## config.mk

```make
export PLATFORM = sky130hd
export DESIGN_NAME = cva6_periph_bus_arbiter
export DESIGN_NICKNAME = d
export VERILOG_FILES = /design/src/rtl/cva6_wrapper_pkg.sv /design/src/rtl/cva6_periph_addr_decode.sv /design/src/rtl/cva6_periph_bus_arbiter.sv
export SDC_FILE = /design/constraint.sdc
export NUM_CORES = 1
export LEC_CHECK = 0
export CAP_MARGIN = 20
export CORE_AREA = 2 2 291 293
export CTS_CLUSTER_DIAMETER = 80
export DETAILED_ROUTE_END_ITERATION = 8
export DIE_AREA = 0 0 293 295
export GPL_TIMING_DRIVEN = 0
export PLACE_DENSITY_LB_ADDON = 0.25
export SETUP_SLACK_MARGIN = 0.02
export SLEW_MARGIN = 0
export SYNTH_ARGS = -nofsm -noshare
export SYNTH_HDL_FRONTEND = slang
export SYNTH_HIERARCHICAL = 1
export SYNTH_SLANG_ARGS = --single-unit
export TNS_END_PERCENT = 100
```

## constraint.sdc

```tcl
create_clock -name clk_i -period 6.12 [get_ports clk_i]
set_clock_uncertainty 0.05 [all_clocks]
set_input_delay 0.918 -clock clk_i [delete_from_list [all_inputs] [get_ports clk_i]]
set_output_delay 0.918 -clock clk_i [all_outputs]
set_load 0.005 [all_outputs]
```

## src/rtl/cva6_wrapper_pkg.sv

```systemverilog
// cva6_wrapper_pkg: SoC address map, target indices and peripheral-arbiter types shared across the CVA6 wrapper.
package cva6_wrapper_pkg;
  typedef enum logic [1:0] {EXTERNAL = 2'd0, PLIC = 2'd1, CLINT = 2'd2, DEBUG = 2'd3} axi_slaves_t;
  localparam logic [63:0] DebugBase = 64'h0000_0000;
  localparam logic [63:0] DebugLength = 64'h0000_1000;
  localparam logic [63:0] ClintBase = 64'h0200_0000;
  localparam logic [63:0] ClintLength = 64'h000C_0000;
  localparam logic [63:0] PlicBase = 64'h0C00_0000;
  localparam logic [63:0] PlicLength = 64'h03FF_FFFF;
  localparam logic [63:0] ExtBase = 64'h1000_0000;
  localparam logic [63:0] ExtLength = 64'hEFFF_FFFF;
  localparam int unsigned PeriphTimeoutCycles = 1024;
  typedef enum logic [1:0] {ARB_IDLE, ARB_REQ, ARB_RESP, ARB_ERR} periph_arb_state_e;
  // Below-base addresses wrap to huge offsets, so one unsigned compare covers both bounds.
  function automatic logic in_range(input logic [63:0] addr, input logic [63:0] base, input logic [63:0] len);
    return (addr - base) < len;
  endfunction
  function automatic logic [1:0] onehot4_idx(input logic [3:0] oh);
    return {oh[3] | oh[2], oh[3] | oh[1]};
  endfunction
endpackage

```

## src/rtl/cva6_periph_addr_decode.sv

```systemverilog
// cva6_periph_addr_decode: maps a byte address onto a one-hot peripheral target plus a hit flag.
module cva6_periph_addr_decode
  import cva6_wrapper_pkg::*;
(
  input  logic [63:0] addr_i,
  output logic [3:0]  tgt_o,
  output logic        hit_o
);
  assign tgt_o[EXTERNAL] = in_range(addr_i, ExtBase, ExtLength);
  assign tgt_o[PLIC]     = in_range(addr_i, PlicBase, PlicLength);
  assign tgt_o[CLINT]    = in_range(addr_i, ClintBase, ClintLength);
  assign tgt_o[DEBUG]    = in_range(addr_i, DebugBase, DebugLength);
  assign hit_o = |tgt_o;
endmodule

```

## src/rtl/cva6_periph_bus_arbiter.sv

```systemverilog
// cva6_periph_bus_arbiter: round-robin share of the peripheral bus between CVA6 and debug,
// one transfer outstanding, with decode-miss and timeout error responses.
module cva6_periph_bus_arbiter
  import cva6_wrapper_pkg::*;
#(
  parameter int unsigned NumInit       = 2,
  parameter int unsigned NumTgt        = 4,
  parameter int unsigned TimeoutCycles = PeriphTimeoutCycles
) (
  input  logic                         clk_i,
  input  logic                         rst_ni,
  input  logic [NumInit-1:0]           ini_req_i,
  input  logic [NumInit-1:0]           ini_we_i,
  input  logic [NumInit-1:0][63:0]     ini_addr_i,
  input  logic [NumInit-1:0][63:0]     ini_wdata_i,
  input  logic [NumInit-1:0][7:0]      ini_be_i,
  output logic [NumInit-1:0]           ini_gnt_o,
  output logic [NumInit-1:0]           ini_rvalid_o,
  output logic [63:0]                  ini_rdata_o,
  output logic                         ini_err_o,
  output logic [NumTgt-1:0]            tgt_req_o,
  output logic                         tgt_we_o,
  output logic [63:0]                  tgt_addr_o,
  output logic [63:0]                  tgt_wdata_o,
  output logic [7:0]                   tgt_be_o,
  input  logic [NumTgt-1:0]            tgt_gnt_i,
  input  logic [NumTgt-1:0]            tgt_rvalid_i,
  input  logic [NumTgt-1:0][63:0]      tgt_rdata_i,
  input  logic [NumTgt-1:0]            tgt_err_i
);
  localparam int unsigned TW = $clog2(TimeoutCycles);
  periph_arb_state_e state_q, state_d;
  logic          rr_q, rr_d, ini_q, ini_d, we_q, we_d, win, hit, done, tmo_last;
  logic [1:0]    tgt_q, tgt_d;
  logic [TW-1:0] tmo_q, tmo_d;
  logic [63:0]   addr_q, addr_d, wdata_q, wdata_d;
  logic [7:0]    be_q, be_d;
  logic [3:0]    tgt_oh;
  // On contention the initiator that did not win last time goes first.
  assign win = &ini_req_i ? ~rr_q : ini_req_i[1];
  cva6_periph_addr_decode i_decode (.addr_i(ini_addr_i[win]), .tgt_o(tgt_oh), .hit_o(hit));
  assign done = tgt_rvalid_i[tgt_q] & (state_q == ARB_RESP | tgt_gnt_i[tgt_q]);
  assign tmo_last = tmo_q == TW'(TimeoutCycles - 1);
  assign tgt_we_o = we_q;
  assign tgt_addr_o = addr_q;
  assign tgt_wdata_o = wdata_q;
  assign tgt_be_o = be_q;
  always_ff @(posedge clk_i) begin
    if (!rst_ni) begin
      state_q <= ARB_IDLE;
      rr_q    <= 1'b1;
      tmo_q   <= '0;
      ini_q   <= 1'b0;
      tgt_q   <= '0;
      we_q    <= 1'b0;
      addr_q  <= '0;
      wdata_q <= '0;
      be_q    <= '0;
    end else begin
      state_q <= state_d;
      rr_q    <= rr_d;
      tmo_q   <= tmo_d;
      ini_q   <= ini_d;
      tgt_q   <= tgt_d;
      we_q    <= we_d;
      addr_q  <= addr_d;
      wdata_q <= wdata_d;
      be_q    <= be_d;
    end
  end
  always_comb begin
    state_d = state_q;
    rr_d    = rr_q;
    tmo_d   = tmo_q;
    ini_d   = ini_q;
    tgt_d   = tgt_q;
    we_d    = we_q;
    addr_d  = addr_q;
    wdata_d = wdata_q;
    be_d    = be_q;
    case (state_q)
      ARB_IDLE: if (|ini_req_i) begin
        state_d = hit ? ARB_REQ : ARB_ERR;
        rr_d    = win;
        ini_d   = win;
        tgt_d   = onehot4_idx(tgt_oh);
        tmo_d   = '0;
        we_d    = ini_we_i[win];
        addr_d  = ini_addr_i[win];
        wdata_d = ini_wdata_i[win];
        be_d    = ini_be_i[win];
      end
      ARB_REQ, ARB_RESP: begin
        tmo_d   = tmo_q + 1'b1;
        state_d = done ? ARB_IDLE : tmo_last ? ARB_ERR :
                  (state_q == ARB_REQ && tgt_gnt_i[tgt_q]) ? ARB_RESP : state_q;
      end
      default: state_d = ARB_IDLE;
    endcase
  end
  always_comb begin
    ini_gnt_o    = '0;
    ini_rvalid_o = '0;
    ini_rdata_o  = '0;
    ini_err_o    = 1'b0;
    tgt_req_o    = '0;
    if (rst_ni) begin
      case (state_q)
        ARB_IDLE: ini_gnt_o[win] = |ini_req_i;
        ARB_REQ, ARB_RESP: begin
          tgt_req_o[tgt_q] = state_q == ARB_REQ;
          if (state_q == ARB_RESP || done) begin
            ini_rvalid_o[ini_q] = tgt_rvalid_i[tgt_q];
            ini_rdata_o         = tgt_rdata_i[tgt_q];
            ini_err_o           = tgt_err_i[tgt_q];
          end
        end
        default: begin
          ini_rvalid_o[ini_q] = 1'b1;
          ini_err_o           = 1'b1;
        end
      endcase
    end
  end
endmodule

```

==> flow_summary.yaml, run 1 <==
clock_network:
  insertion_delay_ns: 0.47
  cts_setup_buffers: 0
  cts_sinks: 153
  cts_buffers: 17
  htreeDepth: 4
  cts-root-buf: "clkbuf_16"
  clock_path_buffers: 2
  cts_tree: "yes"
  clk_pin_slew_ns: 0.07
synth:
  synth_area_leaders: "dfxtp_1 (32%), mux4_2 (16%), nor2_1 (7.6%)"
  synth_area_um2: 9670
  yosysWarningCount: 6
  ys.flop_type: "dfxtp_1"
  synthDistinctLibCells: 63
  synth_top_area_share: 0.317
  synth_top_cell_by_area: "dfxtp_1"
  synth_cells: 1096
  synth_fp_nets: 1648
  ys_top_cells_by_count: "nor2_1 (197), dfxtp_1 (153), nand2_1 (109)"
  yosysSeqAreaShare: 0.317
  yosysMostFrequentCell: "nor2_1"
  synth_edf_count: 0
  async_flop_share: 0
  synth_area_per_cell_um2: 8.82
  synth.ff_latch_count: 153
die:
  die_h_um: 295
  start_util: 0.116
  core-area_um2: 83200
  dieWidth_um: 293
  io_pins: 756
  std_cell_rows: 106
  die-area_um2: 86400
setup_path:
  arrival_ns: 6.08
  cp-end-kind: "flip-flop"
  r2r_slack_ns: 1.09
  start_kind: "input pin"
  r2r_cells: 13
  required_ns: 6.46
  cp_max_fo: 10
  critical_path_class: "input pin to flip-flop"
  rr_endpoint: "state_q[1]"
  r2r-start: "rr_q"
sta:
  finalCriticalPeriod_ns: 5.75
  finalCritPeriodShare: 0.939
  fmax_mhz: 174
  setup_viol: 0
  final-max-slew-violation-count: 0
  timing_worst_slew_pin_value_ns: 1.01
  rsz0062_at_grt: "no"
  hold_viol_final: 0
  hold_slack_ns: 0.427
  slew-limit-headroom: 0.326
  tns_ns: 0
placed_design:
  dp_hpwl_um: 61700
  io_buffers: 754
  gp_congestion: 0.835
global_routing:
  antenna_found_initial: 30
  grt_pass1_vias: 12500
  overflow: 0
  grt_pass1_wl_um: 96200
  grt_max_degree: 17
  track_usage: 0.158
routing:
  first_pass_iters: 5
  route.detailed.drc: 0
  ant_nets: 0
  post_drt_wl_per_cell_um: 24.1
  wirelength_um: 71800
  vias: 12300
  viasPerCell: 4.12
  drtIter0Drc: 678
worst_hold_path:
  hold_path_class: "flip-flop to flip-flop"
  hp-start: "tgt_wdata_o[43]"
  hold_depth: 2
  hold_path_end: "tgt_wdata_o[43]"
run_status:
  status: "complete, no violations"
job:
  max-cap-violations: 0
final_layout:
  drive_above_1_share: 0.0911
  final_core_util: 0.232
  final_nets: 2426
  syn_to_final_growth_pct: 99.6
power_and_ir_drop:
  p_per_area_nw_per_um2: 292
  leakage_nw: 6.67
  vdd_drop_max_mv: 0.198
[what timing repair did]
item | 4_1_cts | 5_1_grt
hold buffers | 0 | 0
endpoints found under the setup margin | 1 | 1
gates resized for setup | 1 | 1
[critical path, cell delays in order]
cell,delay [ns]
clkdlybuf4s50_1,0.55
a21boi_4,0.47
buf_2,0.47
buf_2,0.50
mux2_1,0.29
nand4_1,0.11
or4_1,0.53
nor4_2,0.63
a221oi_1,0.21
and4b_1,0.25
or4_1,0.62
o22ai_1,0.22
nand3b_1,0.09
o31ai_1,0.19
[power by group]
| group | internal, mW | switching (mW) |
|---|---|---|
| registers | 1.27 | 0.164 |
| logic | 1.58 | 1.47 |
| clock network | 0.635 | 0.512 |
[worst max-delay path by stage]
stage | start | end | slack [ns]
after global placement | ini_req_i[1] | state_q[1] | -0.78
after global routing | ini_req_i[1] | state_q[1] | 0.11
after CTS | ini_req_i[1] | state_q[1] | 0.06
final | ini_req_i[1] | state_q[1] | 0.37
after detailed placement | ini_req_i[1] | state_q[1] | -0.78
after floorplan | ini_req_i[1] | state_q[1] | 1.55
[cell usage in the layout (no fill, tap or decap), types with 17 or more instances in the layout]
cell and n:
a222oi_1 27, a22oi_1 43, clkbuf_1 63, clkbuf_16 17, clkdlybuf4s50_1 754, dfxtp_1 153, mux2_1 30, mux2_2 34
mux4_2 67, nand2_1 109, nand4_1 19, nor2_1 196, nor2b_1 64, nor3_1 83, nor4_1 28
[kinds of logic after synthesis]
family,after synthesis,synth area share
DFF,153,0.317
adders and majority gates,6,0.00776
buffers and inverters,98,0.0463
xor gates and xnor gates,13,0.0118
AOI/OAI and AO/OA,129,0.103
muxes,137,0.237
and+or+nand+nor,560,0.278
[registers in the layout, summed over array words and instances, names as in the netlist]
register     count
rr_q             1
tgt_q            2
tgt_we_o         1
tmo_q           10
state_q          2
tgt_be_o         8
tgt_wdata_o     64
tgt_addr_o      64
ini_q            1
[metal layers]
layer	vias up	GRT usage	wire length (um)
li1	5634	-	-
met5	-	0	27
met3	96	0.0449	5340
met4	4	0.0587	2230
met1	5914	0.182	28300
met2	616	0.278	35900
[final cells by class]
| type | instances | area (um^2) |
|---|---|---|
| diodes | 12 | 30.0 |
| plain buffers | 86 | 403 |
| clock buffers | 19 | 453 |
| clock inverters | 13 | 158 |
| fillers | 9058 | 63900 |
| inverters | 12 | 45.0 |
| multi-input cells | 845 | 6180 |
| flip-flops and latches | 153 | 3060 |
| well taps | 1080 | 1350 |
| repair buffers | 759 | 7620 |
[per-stage QoR]
step           std cells  total power, mW  setup slack (ns)  cell area, um^2
3_3_place_gp        2930             4.49            -0.779            18600
5_1_grt             2974             6.02             0.105            19300
3_5_place_dp        2932             4.54            -0.781            18600
4_1_cts             2964             5.73            0.0631            19200
6_report            2979             5.64             0.375            19300
2_1_floorplan       1096             2.77              1.55             9670
No activity file was read; power rests on OpenSTA's default activity.
==> run 2, diff against run 1 <==
--- a/config.mk
+++ b/config.mk
@@ -12,7 +12,7 @@
 export DIE_AREA = 0 0 293 295
 export GPL_TIMING_DRIVEN = 0
 export PLACE_DENSITY_LB_ADDON = 0.25
-export SETUP_SLACK_MARGIN = 0.02
+export SETUP_SLACK_MARGIN = 0.1
 export SLEW_MARGIN = 0
 export SYNTH_ARGS = -nofsm -noshare
 export SYNTH_HDL_FRONTEND = slang
==> results of run 2 <==
The final DEF is identical to that of run 1; final timing and power are the same.
Among the figures that moved: number of gates resized after CTS 1 -> 2
==> run 3, diff against run 2 <==
--- a/config.mk
+++ b/config.mk
@@ -5,7 +5,8 @@
 export SDC_FILE = /design/constraint.sdc
 export NUM_CORES = 1
 export LEC_CHECK = 0
-export CAP_MARGIN = 20
+export ABC_CLOCK_PERIOD_IN_PS = 6120
+export CAP_MARGIN = 25
 export CORE_AREA = 2 2 291 293
 export CTS_CLUSTER_DIAMETER = 80
 export DETAILED_ROUTE_END_ITERATION = 8
==> run 3 against run 2 <==
  * Global-route usage up 0.12 points
  * Power up 0.48%
  * Cell count unchanged
  * Flip-flop and latch count unchanged
  * Clock power increased by 3%
  * Worst hold slack improved by 0.0042 ns
  * Utilization hardly changed
  * Sequential power barely moved
  * Non-clock buffer count rose by 1
==> flow_summary.yaml, run 3 (synthesis gave the netlist of run 1 again) <==
global_routing:
  antenna_found_initial: 32
  overflow: 0
  grt_max_degree: 17
  track_usage: 0.159
  grt_pass1_wl_um: 97600
  grt_pass1_vias: 12600
worst_hold_path:
  hp-start: "tgt_wdata_o[32]"
  hold_path_end: "tgt_wdata_o[32]"
  hold_path_class: "flip-flop to flip-flop"
  hold_depth: 2
sta:
  finalCritPeriodShare: 0.936
  fmax_mhz: 175
  finalCriticalPeriod_ns: 5.73
  rsz0062_at_grt: "no"
  hold_viol_final: 0
  setup_viol: 0
  slew-limit-headroom: 0.321
  fin_ws_ns: 0.394
  hold_slack_ns: 0.431
  final-max-slew-violation-count: 0
  timing_worst_slew_pin_value_ns: 1.02
setup_path:
  crit_chain: "clkdlybuf4s50_1 -> a21boi_4 -> buf_2 -> buf_2 -> mux2_1 -> nand4_1 -> or4_1 -> nor4_2 -> a221oi_1 -> and4b_1 -> or4_1 -> o22ai_1 -> nand3b_1 -> o31ai_1"
  max_stage_delay_ns: 0.64
  r2r-start: "rr_q"
  required_ns: 6.46
  start_kind: "input pin"
  r2r_cells: 13
  cp_max_fo: 10
  cp-end-kind: "flip-flop"
  rr_endpoint: "state_q[1]"
  timing.critical_path.slowest_stage_cell: "nor4_2"
  arrival_ns: 6.06
  startpoint: "ini_req_i[1]"
  critical_path_class: "input pin to flip-flop"
  r2r_slack_ns: 1.11
placed_design:
  placedInstanceArea_um2: 18600
  place_inst: 2934
  gp_congestion: 0.835
  pre_cts_slack_ns: -0.782
  io_buffers: 754
  dp_hpwl_um: 62000
clock_network:
  insertion_delay_ns: 0.48
  holdBufCountCts: 0
  clock_path_buffers: 2
  htreeDepth: 4
  cts_tree: "yes"
  cts-root-buf: "clkbuf_16"
  cts_buffers: 17
  clk_pin_slew_ns: 0.08
  cts_sinks: 153
  cts_setup_buffers: 0
routing:
  viasPerCell: 4.12
  post_drt_wl_per_cell_um: 24.1
  first_pass_iters: 5
  ant_nets: 0
  wirelength_um: 71900
  route.detailed.drc: 0
  vias: 12300
  drtIter0Drc: 715
final_layout:
  drive_above_1_share: 0.0916
  final_nets: 2427
  finalNonFillerCells: 2979
  final_area_um2: 19300
  mostFrequentLayoutCell: "clkdlybuf4s50_1"
  syn_to_final_growth_pct: 99.9
  final_cell_mix: "clkdlybuf4s50_1 (754), nor2_1 (196), dfxtp_1 (153)"
power_and_ir_drop:
  p_sw_frac: 0.379
  p_total_mw: 5.67
  p_per_area_nw_per_um2: 293
  internal_power_mw: 3.52
  pwr-share-comb: 0.538
  leakage_nw: 6.68
  vdd_drop_max_mv: 0.178
  switching_power_mw: 2.15
  sequentialPowerShare: 0.253
  clkPwrFrac: 0.209
die:
  io_pins: 756
  std_cell_rows: 106
  start_util: 0.116
  core-area_um2: 83200
  die_h_um: 295
  dieWidth_um: 293
  die-area_um2: 86400
run_status:
  status: "complete, no violations"
job:
  max-cap-violations: 0
==> run 3: critical path: cells and delay by family <==
family | cells | cell delay (ns)
AOI/OAI and AO/OA | 4 | 1.11
buffers and inverters | 3 | 1.52
muxes | 1 | 0.28
and+or+nand+nor | 6 | 2.23
==> run 3: metrics by stage <==
step | utilization | setup TNS [ns]
2_1_floorplan | - | 0
3_3_place_gp | 0.223 | -0.779
3_5_place_dp | 0.224 | -0.782
4_1_cts | 0.232 | 0
5_1_grt | 0.232 | 0
6_report | 0.232 | 0
==> run 3: how the worst max path moves through the flow <==
stage	end	cells past startpoint
finish	state_q[1]	14
global route	state_q[1]	14
CTS	state_q[1]	14
detailed placement	state_q[1]	14
global placement	state_q[1]	14
floorplan	state_q[1]	15
==> run 3: power groups by stage <==
stage / Clock, mW / Combinational (mW) / Sequential [mW]
finish: 1.19 / 3.05 / 1.44
global route: 1.27 / 3.31 / 1.47
CTS: 1.24 / 3.11 / 1.44
detailed placement: 0 / 3.10 / 1.45
global placement: 0 / 3.04 / 1.45
floorplan: 0 / 1.32 / 1.45
==> run 3: area by class of cell <==
class                      instances  area, um^2
inverter                          12        45.0
buffer                            86         403
fill                            9054       63800
clock inverter                    13         181
clock buffer                      19         443
tap                             1080        1350
antenna                           11        27.5
timing repair buffer             760        7640
multi-input combinational        845        6180
sequential                       153        3060
==> run 3: timing repair <==
action	4_1_cts	5_1_grt
gates resized for setup	2	1
setup endpoints to repair	1	1
cloned	0	0
==> run 3: layer usage <==
metal	up-vias	global-route usage	part of all wire
li1	5626	-	-
met1	5968	0.187	0.40
met2	608	0.283	0.51
met3	78	0.0365	0.066
met4	0	0.0559	0.028
met5	-	0	0
